<file path="src/rtl/dpram_pkg.sv">
// Shared definitions for the dual-port RAM access controller: default widths,
// arbitration state encoding and the conflict rule.
package dpram_pkg;

  localparam int unsigned DefAddrW = 2;
  localparam int unsigned DefDataW = 4;
  localparam int unsigned DefCntW  = 8;

  typedef enum logic [0:0] {
    PRIO_A = 1'b0,
    PRIO_B = 1'b1
  } prio_e;

  // Read/read at one address is harmless; anything involving a write is not.
  function automatic logic is_conflict(input logic valid_a, input logic valid_b,
                                       input logic we_a, input logic we_b,
                                       input logic addr_eq);
    return valid_a & valid_b & addr_eq & (we_a | we_b);
  endfunction

endpackage

</file>
<file path="src/rtl/dpram_core.sv">
// Dual-port storage: two synchronous write ports and two registered read ports.
// Read data holds until the next read on that port.
module dpram_core #(
  parameter int unsigned ADDR_W = 2,
  parameter int unsigned DATA_W = 4
) (
  input  logic              clk,
  input  logic              rst,
  input  logic              a_we,
  input  logic              a_re,
  input  logic [ADDR_W-1:0] a_addr,
  input  logic [DATA_W-1:0] a_wdata,
  output logic [DATA_W-1:0] a_rdata,
  input  logic              b_we,
  input  logic              b_re,
  input  logic [ADDR_W-1:0] b_addr,
  input  logic [DATA_W-1:0] b_wdata,
  output logic [DATA_W-1:0] b_rdata
);

  localparam int unsigned Depth = 2 ** ADDR_W;

  logic [DATA_W-1:0] mem_q [Depth];
  logic [DATA_W-1:0] a_rdata_q, b_rdata_q;

  always_ff @(posedge clk) begin
    if (rst) begin
      for (int i = 0; i < Depth; i++) begin
        mem_q[i] <= '0;
      end
      a_rdata_q <= '0;
      b_rdata_q <= '0;
    end else begin
      if (a_re) a_rdata_q <= mem_q[a_addr];
      if (b_re) b_rdata_q <= mem_q[b_addr];
      // Same-address double writes are prevented by the arbiter upstream.
      if (a_we) mem_q[a_addr] <= a_wdata;
      if (b_we) mem_q[b_addr] <= b_wdata;
    end
  end

  assign a_rdata = a_rdata_q;
  assign b_rdata = b_rdata_q;

endmodule

</file>
<file path="src/rtl/dpram_access_ctrl.sv">
// Two-client access controller for a dual-port RAM: conflict arbitration with
// alternating priority, read-response pipeline and a saturating conflict counter.
module dpram_access_ctrl import dpram_pkg::*; #(
  parameter int unsigned ADDR_W = DefAddrW,
  parameter int unsigned DATA_W = DefDataW,
  parameter int unsigned CNT_W  = DefCntW
) (
  input  logic              clk,
  input  logic              rst,
  input  logic              req_a_valid,
  output logic              req_a_ready,
  input  logic              req_a_we,
  input  logic [ADDR_W-1:0] req_a_addr,
  input  logic [DATA_W-1:0] req_a_wdata,
  output logic              rsp_a_valid,
  output logic [DATA_W-1:0] rsp_a_rdata,
  input  logic              req_b_valid,
  output logic              req_b_ready,
  input  logic              req_b_we,
  input  logic [ADDR_W-1:0] req_b_addr,
  input  logic [DATA_W-1:0] req_b_wdata,
  output logic              rsp_b_valid,
  output logic [DATA_W-1:0] rsp_b_rdata,
  output logic              conflict,
  output logic [CNT_W-1:0]  conflict_cnt
);

  prio_e             state_q, state_d;
  logic              conflict_now, prio_a;
  logic              acc_a, acc_b;
  logic              rsp_a_valid_q, rsp_b_valid_q, conflict_q;
  logic [CNT_W-1:0]  cnt_q;
  logic [DATA_W-1:0] core_a_rdata, core_b_rdata;

  assign conflict_now = is_conflict(req_a_valid, req_b_valid, req_a_we, req_b_we,
                                    req_a_addr == req_b_addr);

  always_ff @(posedge clk) begin
    if (rst) state_q <= PRIO_A;
    else     state_q <= state_d;
  end

  // On a conflict the loser gets priority next time, so it cannot starve.
  always_comb begin
    state_d = state_q;
    unique case (state_q)
      PRIO_A: if (conflict_now) state_d = PRIO_B;
      PRIO_B: if (conflict_now) state_d = PRIO_A;
    endcase
  end

  always_comb begin
    prio_a      = (state_q == PRIO_A);
    req_a_ready = ~rst & (~conflict_now | prio_a);
    req_b_ready = ~rst & (~conflict_now | ~prio_a);
  end

  assign acc_a = req_a_valid & req_a_ready;
  assign acc_b = req_b_valid & req_b_ready;

  always_ff @(posedge clk) begin
    if (rst) begin
      rsp_a_valid_q <= 1'b0;
      rsp_b_valid_q <= 1'b0;
      conflict_q    <= 1'b0;
      cnt_q         <= '0;
    end else begin
      rsp_a_valid_q <= acc_a & ~req_a_we;
      rsp_b_valid_q <= acc_b & ~req_b_we;
      conflict_q    <= conflict_now;
      if (conflict_now && cnt_q != {CNT_W{1'b1}}) cnt_q <= cnt_q + 1'b1;
    end
  end

  dpram_core #(
    .ADDR_W (ADDR_W),
    .DATA_W (DATA_W)
  ) u_core (
    .clk     (clk),
    .rst     (rst),
    .a_we    (acc_a & req_a_we),
    .a_re    (acc_a & ~req_a_we),
    .a_addr  (req_a_addr),
    .a_wdata (req_a_wdata),
    .a_rdata (core_a_rdata),
    .b_we    (acc_b & req_b_we),
    .b_re    (acc_b & ~req_b_we),
    .b_addr  (req_b_addr),
    .b_wdata (req_b_wdata),
    .b_rdata (core_b_rdata)
  );

  // Outputs read as idle for the whole reset window, including the first cycle.
  assign rsp_a_valid  = rsp_a_valid_q & ~rst;
  assign rsp_b_valid  = rsp_b_valid_q & ~rst;
  assign rsp_a_rdata  = rst ? '0 : core_a_rdata;
  assign rsp_b_rdata  = rst ? '0 : core_b_rdata;
  assign conflict     = conflict_q & ~rst;
  assign conflict_cnt = rst ? '0 : cnt_q;

endmodule

</file>
<file path="config.mk">
export PLATFORM = sky130hd
export DESIGN_NAME = dpram_access_ctrl
export DESIGN_NICKNAME = d
export VERILOG_FILES = /design/src/rtl/dpram_pkg.sv /design/src/rtl/dpram_core.sv /design/src/rtl/dpram_access_ctrl.sv
export SDC_FILE = /design/constraint.sdc
export NUM_CORES = 1
export LEC_CHECK = 0
export BUFFER_PORTS_ARGS = -buffer_cell sky130_fd_sc_hd__buf_2
export CAP_MARGIN = 40
export CORE_UTILIZATION = 45
export CTS_CLUSTER_DIAMETER = 80
export DETAILED_ROUTE_END_ITERATION = 8
export PLACE_DENSITY = 0.78
export SYNTH_ARGS = -nofsm -noshare
export SYNTH_HDL_FRONTEND = slang
export SYNTH_SLANG_ARGS = --single-unit
</file>
<file path="constraint.sdc">
create_clock -name clk -period 4.7 [get_ports clk]
set_input_delay 1.175 -clock clk [delete_from_list [all_inputs] [get_ports clk]]
set_output_delay 1.175 -clock clk [all_outputs]
set_load 0.05 [all_outputs]
</file>
# Yosys cells after proc, flatten, opt, wreduce, memory -nomap -nowiden

Memories as Yosys holds them, arrays and structs flattened. A register that Yosys moved wholly into a read port is not among the register bits.
Index checks and enable logic that the tools add are counted.

Memories kept: 1
ROM bits: 0
Bits in latches: 0
Output and inout bits: 21
Register bits: 12
Memory bits (writable): 16

Memories:

| memory       | depth | bits a word | rd ports | clocked after Yosys merged registers in | wr ports | RTL line         | text |
|---|---|---|---|---|---|---|---|
| u_core.mem_q | 4     | 4           | 2        | 2                                       | 4        | dpram_core.sv:23 | `logic [DATA_W-1:0] mem_q [Depth];` |

Multiply operators: 0
Divide/modulo/power cells: 0
Bitwise gates (word level): 22
Equal/unequal tests: 2
Mux-type cells: 20
Shift-type cells: 0
Reduce and logical (&&, ||, !) cells: 3
$lt $le $gt $ge: 0
Add/subtract/negate cells: 1

Operator list:

| operator            | number |
|---|---|
| $mux 4              | 4 |
| $and 1x1->1         | 14 |
| $mux 1              | 12 |
| $add 8x1->8 const B | 1 |
| $mux 8              | 1 |
| $ne 8x8->1 const B  | 1 |
| $reduce_or 4->1     | 2 |
| $not 1->1           | 5 |
| $mux 2              | 2 |
| $or 1x1->1          | 3 |
| $eq 2x2->1          | 1 |
| $pmux 1 s2          | 1 |
| $logic_and 1x1->1   | 1 |

# Depth between registers and ports, before layout

Word-level depth: 13
Depth in mapped cells: 11
Depth with buffers taken out: 8

# By module

From an unflattened synthesis, not the netlist that was laid out.

Cells, all modules: 194
Area total of the unflattened synthesis: 2063.2 um^2

By module, submodules not included:

| module            | sequential area each (um^2) | cells each | area an instance (um^2) | instances |
|---|---|---|---|---|
| dpram_core        | 640.6                       | 105        | 1367.6                  | 1 |
| dpram_access_ctrl | 240.2                       | 89         | 695.7                   | 1 |

# Least setup slack after synthesis

No wires, ideal clock.

Path kind: input-to-output
Start: in req_a_addr[0]
End: out req_a_ready
Arrival: 2.617 ns
Stages: 7
Path buffers: 2
Data required time: 3.525 ns
Setup slack: 0.908 ns
Path through: buf_6 xor2_1 or3_4 buf_6 inv_1 ha_1 nor2_1

Longest elaborated chain between the ends: 6

Ends and longest elaborated chain:

| what                     | RTL line                | text |
|---|---|---|
| start, declared          | dpram_access_ctrl.sv:13 | `input logic [ADDR_W-1:0] req_a_addr,` |
| $eq 2x2->1               | dpram_access_ctrl.sv:36 | `req_a_addr == req_b_addr);` |
| $and 1x1->1 (2 in a row) | dpram_pkg.sv:18         | `return valid_a & valid_b & addr_eq & (we_a \| we_b);` |
| net conflict_now         | dpram_access_ctrl.sv:29 | `logic conflict_now, prio_a;` |
| $not 1->1                | dpram_access_ctrl.sv:54 | `req_a_ready = ~rst & (~conflict_now \| prio_a);` |
| $or 1x1->1               | dpram_access_ctrl.sv:54 |  |
| $and 1x1->1              | dpram_access_ctrl.sv:54 |  |
| end, declared            | dpram_access_ctrl.sv:11 | `output logic req_a_ready,` |

The timed path passes the listed nets, and every way through them passes these cells.

# Worst setup path in the final report

Start: in req_b_addr[0]
End: out req_a_ready

Longest elaborated chain between the ends: 6

Ends and longest elaborated chain:

| what                     | RTL line                | text |
|---|---|---|
| start, declared          | dpram_access_ctrl.sv:20 | `input logic [ADDR_W-1:0] req_b_addr,` |
| $eq 2x2->1               | dpram_access_ctrl.sv:36 |  |
| $and 1x1->1 (2 in a row) | dpram_pkg.sv:18         |  |
| net conflict_now         | dpram_access_ctrl.sv:29 |  |
| $not 1->1                | dpram_access_ctrl.sv:54 |  |
| $or 1x1->1               | dpram_access_ctrl.sv:54 |  |
| $and 1x1->1              | dpram_access_ctrl.sv:54 |  |

The timed path passes the listed nets, and every way through them passes these cells.

==> summary by stage <==
Die
The number of primary I/O pins is 39. The die height is 69.6 um. The floorplan step defined a die boundary enclosing 4850 um^2. The die width is 69.6 um. After floorplanning, the core was sized to cover 4380 um^2. The floorplan has 24 rows. For this configuration, the core starts out at a cell density of 0.469.

Critical path
The kind of launch point of the worst setup path is an input pin. The worst endpoint required time is 3.52 ns. The worst setup path is captured at a primary output. For the worst setup path, the data arrival time is 2.61 ns. In this run the worst path has a maximum fanout of 13.

In this run the register-to-register setup slack is 2.51 ns. The type of the setup path with the least slack is input pin to primary output.

Placement
In this run the tool buffered the top-level ports with 38 buffer cells. The sum of net half-perimeters after detailed placement is 3160 um. The cell area after placement is 2230 um^2. The congestion estimate from routability-driven global placement came to 0.827.

Routing
Before antenna repair, the detailed router went through 4 iterations. In the routed layout, each cell is associated on average with a via count of 5.56. After detailed routing, the average wire length per cell comes to 14.5 um. Summed over all nets, wire length on met3 after detailed routing comes to 243 um. After the first detailed-routing iteration, the DRC count stood at 167. The total length of routed wires is 4150 um. Signal routing reaches up to met4. The number of design rule violations left after detail routing is 0.

The antenna violation net count after detailed routing is 0. The detailed router put a total of 1820 um of wire on met1. The detailed-routed wire length on met2 is 1940 um. The vias after detailed routing is 1586.

Global routing
The leftover overflow at the end of global routing is 0. The initial antenna violation count came to 0. The global router's overall resource usage is 0.184. The via count of the first global-routing pass is 1491. The maximum number of pins on one net before global-route repair is 47. The first global-routing pass estimated 6820 um of wire.

STA
The post-route clock period utilization is 0.805. The minimum period implied by the final worst setup slack is 3.78 ns. The clock arrives with 0.00842 ns of skew. The count of endpoints failing hold in the final timing report came to 0. Based on the critical path, the design can be clocked at up to 264 MHz.

The number of pins exceeding their max-slew limit in the final report was 0. The normalized max-slew margin is 0.481. The final-layout setup total negative slack is 0 ns. Setup repair after global routing left no endpoint under its margin.

Setup violations remaining at the end of the flow were counted as 0. At the pin with the least slew margin, the transition time is 0.778 ns.

Clock tree
The clock root buffer is sky130_fd_sc_hd__clkbuf_8. The number of post-CTS setup repair buffers is 0. The number of gates resized after CTS was 0. The number of clock buffers added by TritonCTS is 5.

Buffers inserted to repair hold after CTS numbered 0. The clock latency on the worst-skew pair is 0.29 ns. The clock tree synthesis step divided the H-tree into 2 levels. TritonCTS built the clock tree. The clock drives 36 sinks. The post-CTS clock slew at the launch and capture registers of the worst setup and hold paths is 0.07 ns.

In this run the deepest clock path goes through 2 buffers.

Synthesis
The net count after synthesis is 219. Of all cell types, the one taking the most synthesized area is sky130_fd_sc_hd__edfxtp_1. The number of synthesis warnings is 0. The share of synthesized area in the top cell type comes to 0.233. The synthesized design contains 16 enable-type register cells. Of all flip-flops after synthesis, the portion carrying an async set or reset was 0. In this run the cell area of the synthesized design comes to 2060 um^2. The sequential share of the synthesized area is 0.428. The average size of a mapped cell is 10.4 um^2.

The count of different cell masters after synthesis is 37. By count the netlist is led by 30 x sky130_fd_sc_hd__nand2_1, 22 x sky130_fd_sc_hd__nor2_1, 20 x sky130_fd_sc_hd__dfxtp_1, 19 x sky130_fd_sc_hd__nor2b_1, 16 x sky130_fd_sc_hd__edfxtp_1. After synthesis, the cell types taking the most area are sky130_fd_sc_hd__edfxtp_1 23%, sky130_fd_sc_hd__dfxtp_1 19%, sky130_fd_sc_hd__nor2b_1 5.8%. Counting every instance in the synthesized netlist gives 198. The number of synthesized register bits is 36. In the post-synthesis netlist, the cell with the most instances is sky130_fd_sc_hd__nand2_1. Among all flip-flop cells after synthesis, the most frequent one is sky130_fd_sc_hd__dfxtp_1.

Final layout
The post-route cell area is 2320 um^2. The net count of the finished layout is 253. The multi-input combinational cell area is 1080 um^2. Across the whole layout, storage elements account for 881 um^2. In the final layout, the share of cells above drive strength 1 is 0.236.

The filler cell count in the final layout is 404. The post-synthesis to final-layout area growth is 12.8%. The total inserted antenna cells is 0.

Worst hold path
The class of the tightest hold or removal check is register to register.

Power
The power density normalized to cell area is 272 nW/um^2. The static leakage is 0.000983 uW. The maximum vdd drop is 0.000156 V.

Flow run
The number of max-capacitance violations reported is 0.

Run status
The flow ran to the end, and the final reports show no timing, DRC or antenna violations.
cell families (layout without fill, tap and decap cells):
group	after synthesis	count (layout)	synth area share
compound gates	20	20	0.0705
xor+xnor	2	2	0.00851
fa+ha+maj	3	3	0.0182
buf+inv	15	50	0.0474
flops	36	36	0.428
mux	21	21	0.161
simple gates	101	101	0.266
report_power, final:
part | switching [uW] | total (uW) | internal, uW
sequential | 5.31 | 343 | 337
clock | 109 | 212 | 103
combinational | 47.2 | 76.7 | 29.5
total | 161 | 631 | 470
registers in the layout, indices dropped and copies added, names as in the netlist:
register / flops
state_q: 1
cnt_q: 8
u_core.a_rdata: 4
rsp_a_valid_q: 1
conflict_q: 1
rsp_b_valid_q: 1
u_core.b_rdata: 4
u_core.mem_q: 16
area by class of cell:
type	count	share of cell area
multi-input cells	147	0.465
flip-flops and latches	36	0.379
repair buffers	39	0.0851
clock buffers	5	0.0296
well taps	52	0.0280
clock inverters	3	0.00808
inverters	3	0.00485
per-stage QoR:
| stage | cells | hold WS [ns] | setup slack (ns) | total power, uW | util |
|---|---|---|---|---|---|
| 2_1_floorplan | 198 | 0.451 | 0.908 | 406 | - |
| 6_report | 285 | 0.492 | 0.917 | 631 | 0.530 |
| 3_3_place_gp | 277 | 0.467 | 0.936 | 424 | 0.510 |
| 3_5_place_dp | 277 | 0.478 | 0.915 | 426 | 0.510 |
| 4_1_cts | 285 | 0.494 | 0.914 | 634 | 0.530 |
| 5_1_grt | 285 | 0.528 | 0.816 | 657 | 0.530 |
layout by cell type, fill, tap and decap left out:
master,netlist,final
sky130_fd_sc_hd__nor4_4,1,1
sky130_fd_sc_hd__dfxtp_1,20,20
sky130_fd_sc_hd__nand3b_1,6,6
sky130_fd_sc_hd__nor4bb_1,1,1
sky130_fd_sc_hd__buf_2,0,38
sky130_fd_sc_hd__clkinv_4,0,1
sky130_fd_sc_hd__nor2_1,22,22
sky130_fd_sc_hd__or3b_1,1,1
sky130_fd_sc_hd__o21ai_1,4,4
sky130_fd_sc_hd__o2bb2ai_1,8,8
sky130_fd_sc_hd__mux2_1,5,5
sky130_fd_sc_hd__clkbuf_8,0,5
sky130_fd_sc_hd__o211ai_1,1,1
sky130_fd_sc_hd__edfxtp_1,16,16
sky130_fd_sc_hd__nand3_1,8,8
sky130_fd_sc_hd__mux4_2,4,4
sky130_fd_sc_hd__nor4b_1,1,1
sky130_fd_sc_hd__buf_4,0,1
sky130_fd_sc_hd__or3_1,1,1
sky130_fd_sc_hd__nor2b_1,19,19
sky130_fd_sc_hd__nand4_1,1,1
sky130_fd_sc_hd__mux4_1,4,4
sky130_fd_sc_hd__a311o_1,1,1
sky130_fd_sc_hd__ha_1,3,3
sky130_fd_sc_hd__mux2i_1,8,8
sky130_fd_sc_hd__a21oi_1,2,2
sky130_fd_sc_hd__and3_1,2,2
sky130_fd_sc_hd__nor4b_2,2,2
sky130_fd_sc_hd__nor4_1,1,1
sky130_fd_sc_hd__o21ai_0,2,2
sky130_fd_sc_hd__xor2_1,2,2
sky130_fd_sc_hd__inv_1,3,3
sky130_fd_sc_hd__nor3_1,1,1
sky130_fd_sc_hd__nor3b_1,2,2
sky130_fd_sc_hd__o41ai_1,2,2
sky130_fd_sc_hd__clkinv_2,0,2
sky130_fd_sc_hd__or3_4,1,1
sky130_fd_sc_hd__or4_1,1,1
sky130_fd_sc_hd__nand2_1,30,30
path summary, 6_finish.rpt:
kind | startpoint | endpoint | depth (start not counted)
worst max-delay path | req_b_addr[0] | req_a_ready | 7
worst min-delay path | u_core.a_rdata[1] | u_core.a_rdata[1] | 2
worst min register to register | u_core.a_rdata[1] | u_core.a_rdata[1] | 2
worst max register to register | state_q | u_core.mem_q[0][3] | 7
routing by layer:
metal  track usage  vias up
met3        0.0494       10
met4        0.0867        0
met5             0        -
met1         0.237      729
li1              -      787
met2         0.287       60
worst max-delay path: stages:
cell	delay, ns
sky130_fd_sc_hd__buf_2	0.27
sky130_fd_sc_hd__xor2_1	0.10
sky130_fd_sc_hd__or3_4	0.46
sky130_fd_sc_hd__inv_1	0.11
sky130_fd_sc_hd__ha_1	0.18
sky130_fd_sc_hd__nor2_1	0.06
sky130_fd_sc_hd__buf_2	0.25
No activity file was read; power rests on OpenSTA's default activity.
